**config.mk**
```make
export PLATFORM = sky130hd
export DESIGN_NAME = instruction_loader
export DESIGN_NICKNAME = d
export VERILOG_FILES = /design/src/rtl/instruction_loader.sv
export SDC_FILE = /design/constraint.sdc
export NUM_CORES = 1
export LEC_CHECK = 0
export CAP_MARGIN = 5
export CORE_MARGIN = 1.5
export CORE_UTILIZATION = 52
export DETAILED_ROUTE_END_ITERATION = 7
export GPL_TIMING_DRIVEN = 0
export HOLD_SLACK_MARGIN = 0.06
export PLACE_DENSITY = 0.86
export SETUP_SLACK_MARGIN = 0.4
export SLEW_MARGIN = 0
export SYNTH_ARGS = -nofsm -noshare
export SYNTH_HDL_FRONTEND = slang
export SYNTH_SLANG_ARGS = --single-unit
```
**constraint.sdc**
```tcl
create_clock -name CLOCK -period 2.94 [get_ports CLOCK]
set_input_delay 0.294 -clock CLOCK [delete_from_list [all_inputs] [get_ports CLOCK]]
set_output_delay 0.294 -clock CLOCK [all_outputs]
set_load 0.02 [all_outputs]
```
**src/rtl/instruction_loader.sv**
```systemverilog
// Boot-time loader: assembles a checksummed little-endian byte stream into 32-bit
// words, writes them to instruction memory, and releases the core only on success.
module instruction_loader #(
   parameter logic [63:0] BASE_ADDR = 64'd0,
   parameter int unsigned MAX_WORDS = 1024
) (
   input  logic        CLOCK,
   input  logic        RESET,
   input  logic        start,
   input  logic [7:0]  rx_data,
   input  logic        rx_valid,
   output logic        rx_ready,
   output logic        imem_we,
   output logic [63:0] imem_addr,
   output logic [31:0] imem_wdata,
   output logic        cpu_reset,
   output logic        busy,
   output logic        done,
   output logic        error,
   output logic [15:0] words_loaded
);

   // state | meaning
   // IDLE  | after reset, waiting for start
   // HDR0  | expecting word count low byte
   // HDR1  | expecting word count high byte
   // LOAD  | receiving payload bytes, writing words
   // CHK   | expecting checksum byte
   // DONE  | image verified, core released
   // ERR   | load failed, core held in reset
   typedef enum logic [2:0] {
      IDLE = 3'd0,
      HDR0 = 3'd1,
      HDR1 = 3'd2,
      LOAD = 3'd3,
      CHK  = 3'd4,
      DONE = 3'd5,
      ERR  = 3'd6
   } state_t;

   state_t      state_q, state_d;
   logic [15:0] n_q, n_d;
   logic [23:0] word_q, word_d;
   logic [1:0]  idx_q, idx_d;
   logic [7:0]  csum_q, csum_d;
   logic [15:0] words_q, words_d;
   logic        we_q, we_d;
   logic [63:0] addr_q, addr_d;
   logic [31:0] wdata_q, wdata_d;
   logic        cpu_reset_q, cpu_reset_d;
   logic        busy_q, busy_d;
   logic        done_q, done_d;
   logic        error_q, error_d;
   logic        hs;
   logic [15:0] hdr_n;

   always_comb begin
      rx_ready = (state_q == HDR0) || (state_q == HDR1) ||
                 (state_q == LOAD) || (state_q == CHK);
   end

   assign hs    = rx_valid & rx_ready;
   assign hdr_n = {rx_data, n_q[7:0]};

   always_comb begin
      state_d     = state_q;
      n_d         = n_q;
      word_d      = word_q;
      idx_d       = idx_q;
      csum_d      = csum_q;
      words_d     = words_q;
      we_d        = 1'b0;
      addr_d      = addr_q;
      wdata_d     = wdata_q;
      cpu_reset_d = cpu_reset_q;
      busy_d      = busy_q;
      done_d      = done_q;
      error_d     = error_q;

      case (state_q)
         IDLE, DONE, ERR: begin
            if (start) begin
               state_d     = HDR0;
               busy_d      = 1'b1;
               cpu_reset_d = 1'b1;
               done_d      = 1'b0;
               error_d     = 1'b0;
               words_d     = 16'd0;
               csum_d      = 8'd0;
               idx_d       = 2'd0;
            end
         end
         HDR0: begin
            if (hs) begin
               n_d[7:0] = rx_data;
               state_d  = HDR1;
            end
         end
         HDR1: begin
            if (hs) begin
               n_d[15:8] = rx_data;
               if ({16'd0, hdr_n} > MAX_WORDS) begin
                  state_d = ERR;
                  error_d = 1'b1;
                  busy_d  = 1'b0;
               end else if (hdr_n == 16'd0) begin
                  state_d = CHK;
               end else begin
                  state_d = LOAD;
               end
            end
         end
         LOAD: begin
            if (hs) begin
               csum_d = csum_q + rx_data;
               idx_d  = idx_q + 2'd1;
               case (idx_q)
                  2'd0: word_d[7:0]   = rx_data;
                  2'd1: word_d[15:8]  = rx_data;
                  2'd2: word_d[23:16] = rx_data;
                  default: begin
                     // Fourth byte bypasses the buffer straight into the write data.
                     we_d    = 1'b1;
                     wdata_d = {rx_data, word_q};
                     addr_d  = BASE_ADDR + {46'd0, words_q, 2'b00};
                     words_d = words_q + 16'd1;
                     if (words_q + 16'd1 == n_q) state_d = CHK;
                  end
               endcase
            end
         end
         CHK: begin
            if (hs) begin
               busy_d = 1'b0;
               if (rx_data == csum_q) begin
                  state_d     = DONE;
                  done_d      = 1'b1;
                  cpu_reset_d = 1'b0;
               end else begin
                  state_d = ERR;
                  error_d = 1'b1;
               end
            end
         end
         default: state_d = IDLE;
      endcase
   end

   always_ff @(posedge CLOCK) begin
      if (RESET) begin
         state_q     <= IDLE;
         n_q         <= 16'd0;
         word_q      <= 24'd0;
         idx_q       <= 2'd0;
         csum_q      <= 8'd0;
         words_q     <= 16'd0;
         we_q        <= 1'b0;
         addr_q      <= BASE_ADDR;
         wdata_q     <= 32'd0;
         cpu_reset_q <= 1'b1;
         busy_q      <= 1'b0;
         done_q      <= 1'b0;
         error_q     <= 1'b0;
      end else begin
         state_q     <= state_d;
         n_q         <= n_d;
         word_q      <= word_d;
         idx_q       <= idx_d;
         csum_q      <= csum_d;
         words_q     <= words_d;
         we_q        <= we_d;
         addr_q      <= addr_d;
         wdata_q     <= wdata_d;
         cpu_reset_q <= cpu_reset_d;
         busy_q      <= busy_d;
         done_q      <= done_d;
         error_q     <= error_d;
      end
   end

   assign imem_we      = we_q;
   assign imem_addr    = addr_q;
   assign imem_wdata   = wdata_q;
   assign cpu_reset    = cpu_reset_q;
   assign busy         = busy_q;
   assign done         = done_q;
   assign error        = error_q;
   assign words_loaded = words_q;

endmodule

```
==> results.py, run 1 <==
metrics = {
    "status": {
        "status": "complete, but fails checks",
        "violations": "DRC",
    },
    "pwr": {
        "p_per_area_nw_per_um2": 622,
        "worst_ir_drop_vdd_mv": 0.402,
        "seqPwrFrac_pct": 35.5,
        "p_leak_nw": 3.08,
        "pwr-share-comb_pct": 20.3,
        "sw_frac_of_total_pct": 28.1,
        "switchingPower_mw": 1.40,
        "p_clk_share_pct": 44.3,
        "cellInternalPower_mw": 3.58,
    },
    "job": {
        "max_cap_viol_count": 0,
    },
    "setup_path": {
        "slowest_stage": "clkdlybuf4s50_1",
        "rr_startpoint": "words_loaded[0]$_SDFFE_PP0P_",
        "cp-startpoint": "rx_data[1]",
        "path_cells": "clkdlybuf4s50_1 -> ha_1 -> nor3_1 -> and3_1 -> nand3_1 -> a311oi_1 -> a21oi_1 -> mux2_2",
        "worst-setup-path-type": "input pin to flip-flop",
        "max_stage_delay_ns": 0.83,
        "cp_max_fo": 9,
        "worst-path-buf-inv": 1,
        "endpoint_kind": "flip-flop",
        "cp.required_ns": 3.25,
        "critical_path.top_delay_family": "buffers and inverters",
        "cp-start-kind": "input pin",
        "arrival_ns": 2.83,
    },
    "floorplanning": {
        "die_h_um": 112,
        "coreArea_um2": 11500,
        "start_util_pct": 53.6,
        "die-width_um": 112,
        "ios": 130,
        "dieArea_um2": 12500,
        "placementRows": 39,
    },
    "drt": {
        "wl_met3_mm": 1.29,
        "ant_nets": 0,
        "wirelength_mm": 16.5,
        "met1_length_mm": 6.91,
        "drt_first_pass_iters": 8,
        "routed-via-count": 5963,
        "drc": 13,
        "drt_iter0_drc": 622,
        "dr_wl_met2_mm": 7.94,
        "wire_per_inst_um": 15.0,
        "post_drt_via_cell_ratio": 5.43,
        "routed.top_layer": "met4",
    },
    "grt": {
        "grt_pass1_wl_mm": 26.9,
        "grt_max_degree": 17,
        "track_usage_pct": 26.9,
        "grt_pass1_vias": 5561,
        "antenna_found_initial": 0,
        "grt_remaining_overflow": 0,
    },
    "sta": {
        "period_needed_ns": 2.52,
        "setup_viol": 0,
        "holdWs_ns": 0.314,
        "slew_viol_final": 0,
        "setup_ws_ns": 0.423,
        "min_period_over_period_pct": 85.6,
        "tightest_slew_ns": 0.833,
        "final_hold_viol_count": 0,
        "relSlewSlack_pct": 44.5,
        "clock_skew_ns": 0.00770,
        "rsz0062_at_grt": "yes",
        "max_freq_mhz": 397,
    },
    "clock_tree": {
        "cts_tree": "built",
        "cts_buffers": 17,
        "root_buffer": "clkbuf_16",
        "hold_buffers": 0,
        "path_clk_slew_ns": 0.06,
        "clk_latency_ns": 0.42,
        "htreeDepth": 4,
        "cts.path.max_buffers": 2,
        "cts.sinks": 122,
    },
    "finish": {
        "syn_to_final_growth_pct": 29.8,
        "drive_above_1_share_pct": 12.7,
        "nets": 967,
        "mostFrequentLayoutCell": "nand2_1",
        "final_cell_mix": "nand2_1, dfxtp_1, a21oi_1",
        "diodes": 0,
    },
    "placed_design": {
        "pre_cts_ws_ns": -0.0474,
        "gp_congestion": 0.913,
        "dp_hpwl_mm": 11.3,
        "port_buffers": 80,
    },
    "min_path": {
        "hold_path.class": "input pin to flip-flop",
        "holdCritStartpoint": "start",
    },
    "synth": {
        "synth_edf_count": 0,
        "ys_seq_area_share_pct": 39.6,
        "ys_types": 64,
        "yosysWarnings": 0,
        "synth_area_um2": 6170,
        "synth.avg_cell_area_um2": 7.76,
        "ys_seq_elements": 122,
        "synth-main-ff-cell": "dfxtp_1",
        "async_flop_share_pct": 0,
        "synth_cells": 795,
    },
}
what timing repair did:
| action | in CTS | in global routing |
|---|---|---|
| pin swaps | 0 | 1 |
| setup buffers | 0 | 1 |
| resized for setup | 4 | 17 |
| endpoints found under the setup margin | 5 | 76 |
cells in the mapped netlist, types with 2 or more instances:
cell	count	area (um2)
a21o_1	5	37.5
o21ai_0	18	90.1
mux2i_1	3	30.0
nand4_1	4	25.0
nor3b_1	5	37.5
o31ai_1	2	15.0
o211ai_1	2	15.0
ha_1	12	150
buf_1	2	7.51
inv_1	8	30.0
nor3_1	15	75.1
mux2_2	2	22.5
dfxtp_1	122	2440
a22oi_1	7	52.6
nand3b_1	4	30.0
nand2_1	174	653
or3_1	3	18.8
a21oi_1	121	606
xor2_1	11	96.3
or4_1	2	15.0
buf_4	53	398
and3_1	9	56.3
nand3_1	41	205
and2_1	4	25.0
a31o_2	3	26.3
buf_6	2	22.5
o21ba_2	2	20.0
xnor2_1	14	123
nor2b_1	6	37.5
nor4_1	4	25.0
buf_2	9	45.0
clkbuf_1	39	146
nand4b_1	4	35.0
o2111ai_1	3	26.3
and4_1	2	17.5
o211a_1	2	20.0
o221ai_1	3	26.3
a31oi_1	4	25.0
nand2b_1	7	43.8
nor2_1	38	143
state kept, by name, indices dropped and copies added, names as in the netlist, 2 cells and up:
name          flops
words_loaded     16
word_q           24
imem_wdata       32
imem_addr        16
idx_q             2
state_q           3
csum_q            8
n_q              16
power by group through the flow:
stage | combinational [mW] | sequential [mW] | clock, mW
4_1_cts | 0.971 | 1.76 | 2.21
2_1_floorplan | 0.717 | 1.80 | 0
6_report | 1.01 | 1.77 | 2.20
3_5_place_dp | 0.961 | 1.80 | 0
5_1_grt | 1.10 | 1.77 | 2.30
3_3_place_gp | 0.951 | 1.80 | 0
per-layer routing:
metal,vias to the layer above,GRT usage (%)
li1,2932,-
met1,2762,33.5
met2,235,44.9
met3,34,6.75
met4,0,10.5
met5,-,0
cells by family (layout without fill, tap and decap cells):
family	count (synthesis)	after routing	share of synthesized area [%]
simple gates	331	331	24.7
compound gates	185	185	17.9
flops	122	122	39.6
buf+inv	113	226	10.5
xor+xnor	25	25	3.55
fa+ha+maj	13	13	2.76
mux	5	5	0.852
other cells	1	48	0.0608
path summary, 6_finish.rpt:
kind,slack (ns),endpoint,cells past startpoint
hold reg to reg,0.45,imem_wdata[4]$_SDFFE_PP0P_,2
setup / recovery,0.42,done$_SDFFE_PP0P_,8
setup reg to reg,0.50,state_q[1]$_SDFFE_PP0P_,8
hold / removal,0.31,busy$_SDFFE_PP0P_,3
worst register-to-register path: cells and delay by family (launching register included):
family	cells	cell delay, ns
and+or+nand+nor	4	1.27
DFF	1	0.40
buffers and inverters	2	0.35
AOI/OAI and AO/OA	2	0.31
through the flow:
stage          power [mW]  setup TNS (ns)  utilization (%)  cell area, um2  std cells
3_3_place_gp         2.75         -0.0387             63.6            7330       1065
3_5_place_dp         2.76         -0.0474             63.6            7330       1065
2_1_floorplan        2.52               0                -            6350        842
4_1_cts              4.95               0             69.1            7950       1097
6_report             4.98               0             69.5            8010       1098
5_1_grt              5.16               0             69.5            8010       1098
final cells by class:
type / instances / area [um2]
buffer: 105 / 626
clock inverter: 8 / 140
inverter: 8 / 30.0
multi-input combinational: 607 / 3290
tap: 143 / 179
fill: 944 / 3510
clock buffer: 24 / 482
sequential: 122 / 2450
timing repair buffer: 81 / 817
(Power assumes the default switching activity.)
==> run 2: changes to the inputs <==
--- a/config.mk
+++ b/config.mk
@@ -6,7 +6,7 @@
 export NUM_CORES = 1
 export LEC_CHECK = 0
 export CAP_MARGIN = 5
-export CORE_MARGIN = 1.5
+export CORE_ASPECT_RATIO = 1.4
 export CORE_UTILIZATION = 52
 export DETAILED_ROUTE_END_ITERATION = 7
 export GPL_TIMING_DRIVEN = 0
==> run 2 against run 1 <==
The flow now finishes without violations. Highest routed layer unchanged. Cell count is essentially flat. Design area fell by 0.72%. Sequential cell count stayed put. Clock-buffer cell count shrank 7. Maximum frequency up 3.8%. Die area decreased by 1.7%. Critical path depth unchanged. Combinational power about the same. Register-to-register slack improved by 0.02 ns. Setup slack better by 0.092 ns.
==> results.py, run 2 (synthesis gave the netlist of run 1 again) <==
metrics = {
    "setup_path": {
        "reg2reg_depth": 8,
        "r2r-end": "state_q[2]$_SDFFE_PP0P_",
        "rr_startpoint": "idx_q[1]$_SDFFE_PP0P_",
        "cp_max_fo": 4,
        "endpoint_kind": "flip-flop",
        "worst-setup-path-type": "flip-flop to flip-flop",
        "rrSetupSlack_ns": 0.52,
        "cp-startpoint": "idx_q[1]$_SDFFE_PP0P_",
        "arrival_ns": 2.76,
        "cp.required_ns": 3.27,
        "cp-start-kind": "flip-flop",
    },
    "placed_design": {
        "gp_congestion": 0.932,
        "place_area_um2": 7330,
        "dp_hpwl_mm": 11.5,
        "dp_cells": 1066,
        "pre_cts_ws_ns": -0.0945,
        "port_buffers": 80,
    },
    "floorplanning": {
        "die_h_um": 131,
        "ios": 130,
        "start_util_pct": 53.9,
        "die-width_um": 94.1,
        "coreArea_um2": 11500,
        "dieArea_um2": 12300,
        "placementRows": 46,
    },
    "finish": {
        "syn_to_final_growth_pct": 28.9,
        "drive_above_1_share_pct": 13.4,
        "diodes": 0,
        "largest_reg_flops": 32,
        "mostFrequentLayoutCell": "nand2_1",
        "final_cell_mix": "nand2_1, a21oi_1, dfxtp_1",
        "finalInstanceArea_um2": 7950,
        "nets": 967,
        "n_fill_cell": 893,
        "stdcell_count": 1099,
    },
    "grt": {
        "antenna_found_initial": 0,
        "grt_max_degree": 17,
        "grt_pass1_vias": 5566,
        "use_met3_pct": 5.96,
        "busiest_layer": "met2",
        "grt_remaining_overflow": 0,
        "met2_usage_pct": 48.9,
        "track_usage_pct": 27.9,
        "grt_pass1_wl_mm": 26.5,
        "met1_usage_pct": 30.7,
    },
    "pwr": {
        "p_clk_share_pct": 41.7,
        "cellInternalPower_mw": 3.27,
        "p_total_mw": 4.78,
        "switchingPower_mw": 1.51,
        "pwr-share-comb_pct": 21.4,
        "sw_frac_of_total_pct": 31.5,
        "seqPwrFrac_pct": 36.9,
        "p_per_area_nw_per_um2": 601,
        "p_leak_nw": 3.03,
        "worst_ir_drop_vdd_mv": 0.445,
    },
    "sta": {
        "relSlewSlack_pct": 43.1,
        "fin_tns_setup_ns": 0,
        "setup_viol": 0,
        "clock_skew_ns": 0.00561,
        "period_needed_ns": 2.42,
        "tightest_slew_ns": 0.853,
        "slew_viol_final": 0,
        "final_hold_viol_count": 0,
        "min_period_over_period_pct": 82.5,
        "setup_ws_ns": 0.515,
        "rsz0062_at_grt": "no",
        "max_freq_mhz": 412,
    },
    "drt": {
        "ant_nets": 0,
        "drc": 0,
        "post_drt_via_cell_ratio": 5.59,
        "drt_iter0_drc": 499,
        "wire_per_inst_um": 15.5,
        "routed-via-count": 6140,
        "wirelength_mm": 17.0,
        "drt_first_pass_iters": 8,
    },
    "min_path": {
        "min_to": "busy$_SDFFE_PP0P_",
        "hold_depth": 3,
        "holdCritStartpoint": "start",
        "hold_path.class": "input pin to flip-flop",
    },
    "clock_tree": {
        "clk_latency_ns": 0.42,
        "path_clk_slew_ns": 0.06,
        "cts_tree": "built",
        "hold_buffers": 0,
        "htreeDepth": 4,
        "root_buffer": "clkbuf_16",
        "cts_buffers": 17,
        "cts.path.max_buffers": 2,
        "cts.sinks": 122,
    },
    "job": {
        "max_cap_viol_count": 0,
    },
    "status": {
        "status": "finished clean",
    },
}
[run 2: final cells by class]
type	instances	area, um2	area share (%)
buffer	105	629	7.92
inverter	8	30.0	0.378
multi-input combinational	607	3290	41.3
tap	144	180	2.27
clock buffer	17	425	5.35
sequential	122	2450	30.8
timing repair buffer	81	808	10.2
clock inverter	15	144	1.81
[run 2: worst max path at each step]
stage	endpoint	slack (ns)	depth (start not counted)
5_1_grt	state_q[2]$_SDFFE_PP0P_	0.40	8
2_1_floorplan	state_q[1]$_SDFFE_PP0P_	0.46	8
3_5_place_dp	done$_SDFFE_PP0P_	-0.09	8
6_report	state_q[2]$_SDFFE_PP0P_	0.52	8
3_3_place_gp	done$_SDFFE_PP0P_	-0.05	8
4_1_cts	rx_ready	0.42	5
[run 2: power groups by stage]
| stage | combinational [mW] | sequential [mW] | clock [mW] |
|---|---|---|---|
| CTS | 0.970 | 1.76 | 2.00 |
| floorplan | 0.717 | 1.80 | 0 |
| finish | 1.03 | 1.76 | 1.99 |
| global route | 1.11 | 1.77 | 2.09 |
| detailed placement | 0.963 | 1.80 | 0 |
| global placement | 0.952 | 1.79 | 0 |
[run 2: critical path, cell delays in order (launching register included)]
cell and delay (ns):
dfxtp_1 0.39, ha_2 0.25, nand2b_1 0.11, a21oi_1 0.09
o41ai_4 0.31, buf_4 0.21, o2111ai_1 0.13, or4_4 0.59
a221oi_2 0.26
[run 2: timing repair]
action	CTS	global route
pin swaps	0	2
gates resized for setup	7	20
hold endpoints to repair	0	0
buffers inserted	0	1
setup endpoints to repair	4	69
[run 2: stage by stage]
stage | hold slack (ns) | util (%)
after CTS | 0.314 | 69.0
after floorplan | 0.430 | -
after global placement | 0.441 | 64.0
after detailed placement | 0.448 | 64.0
final | 0.345 | 69.4
after global routing | 0.373 | 69.4
[run 2: layer usage]
| metal | vias to the layer above | routed length, um |
|---|---|---|
| li1 | 2938 | - |
| met1 | 2810 | 6330 |
| met2 | 328 | 8570 |
| met3 | 64 | 1340 |
| met4 | 0 | 742 |
| met5 | - | 0 |
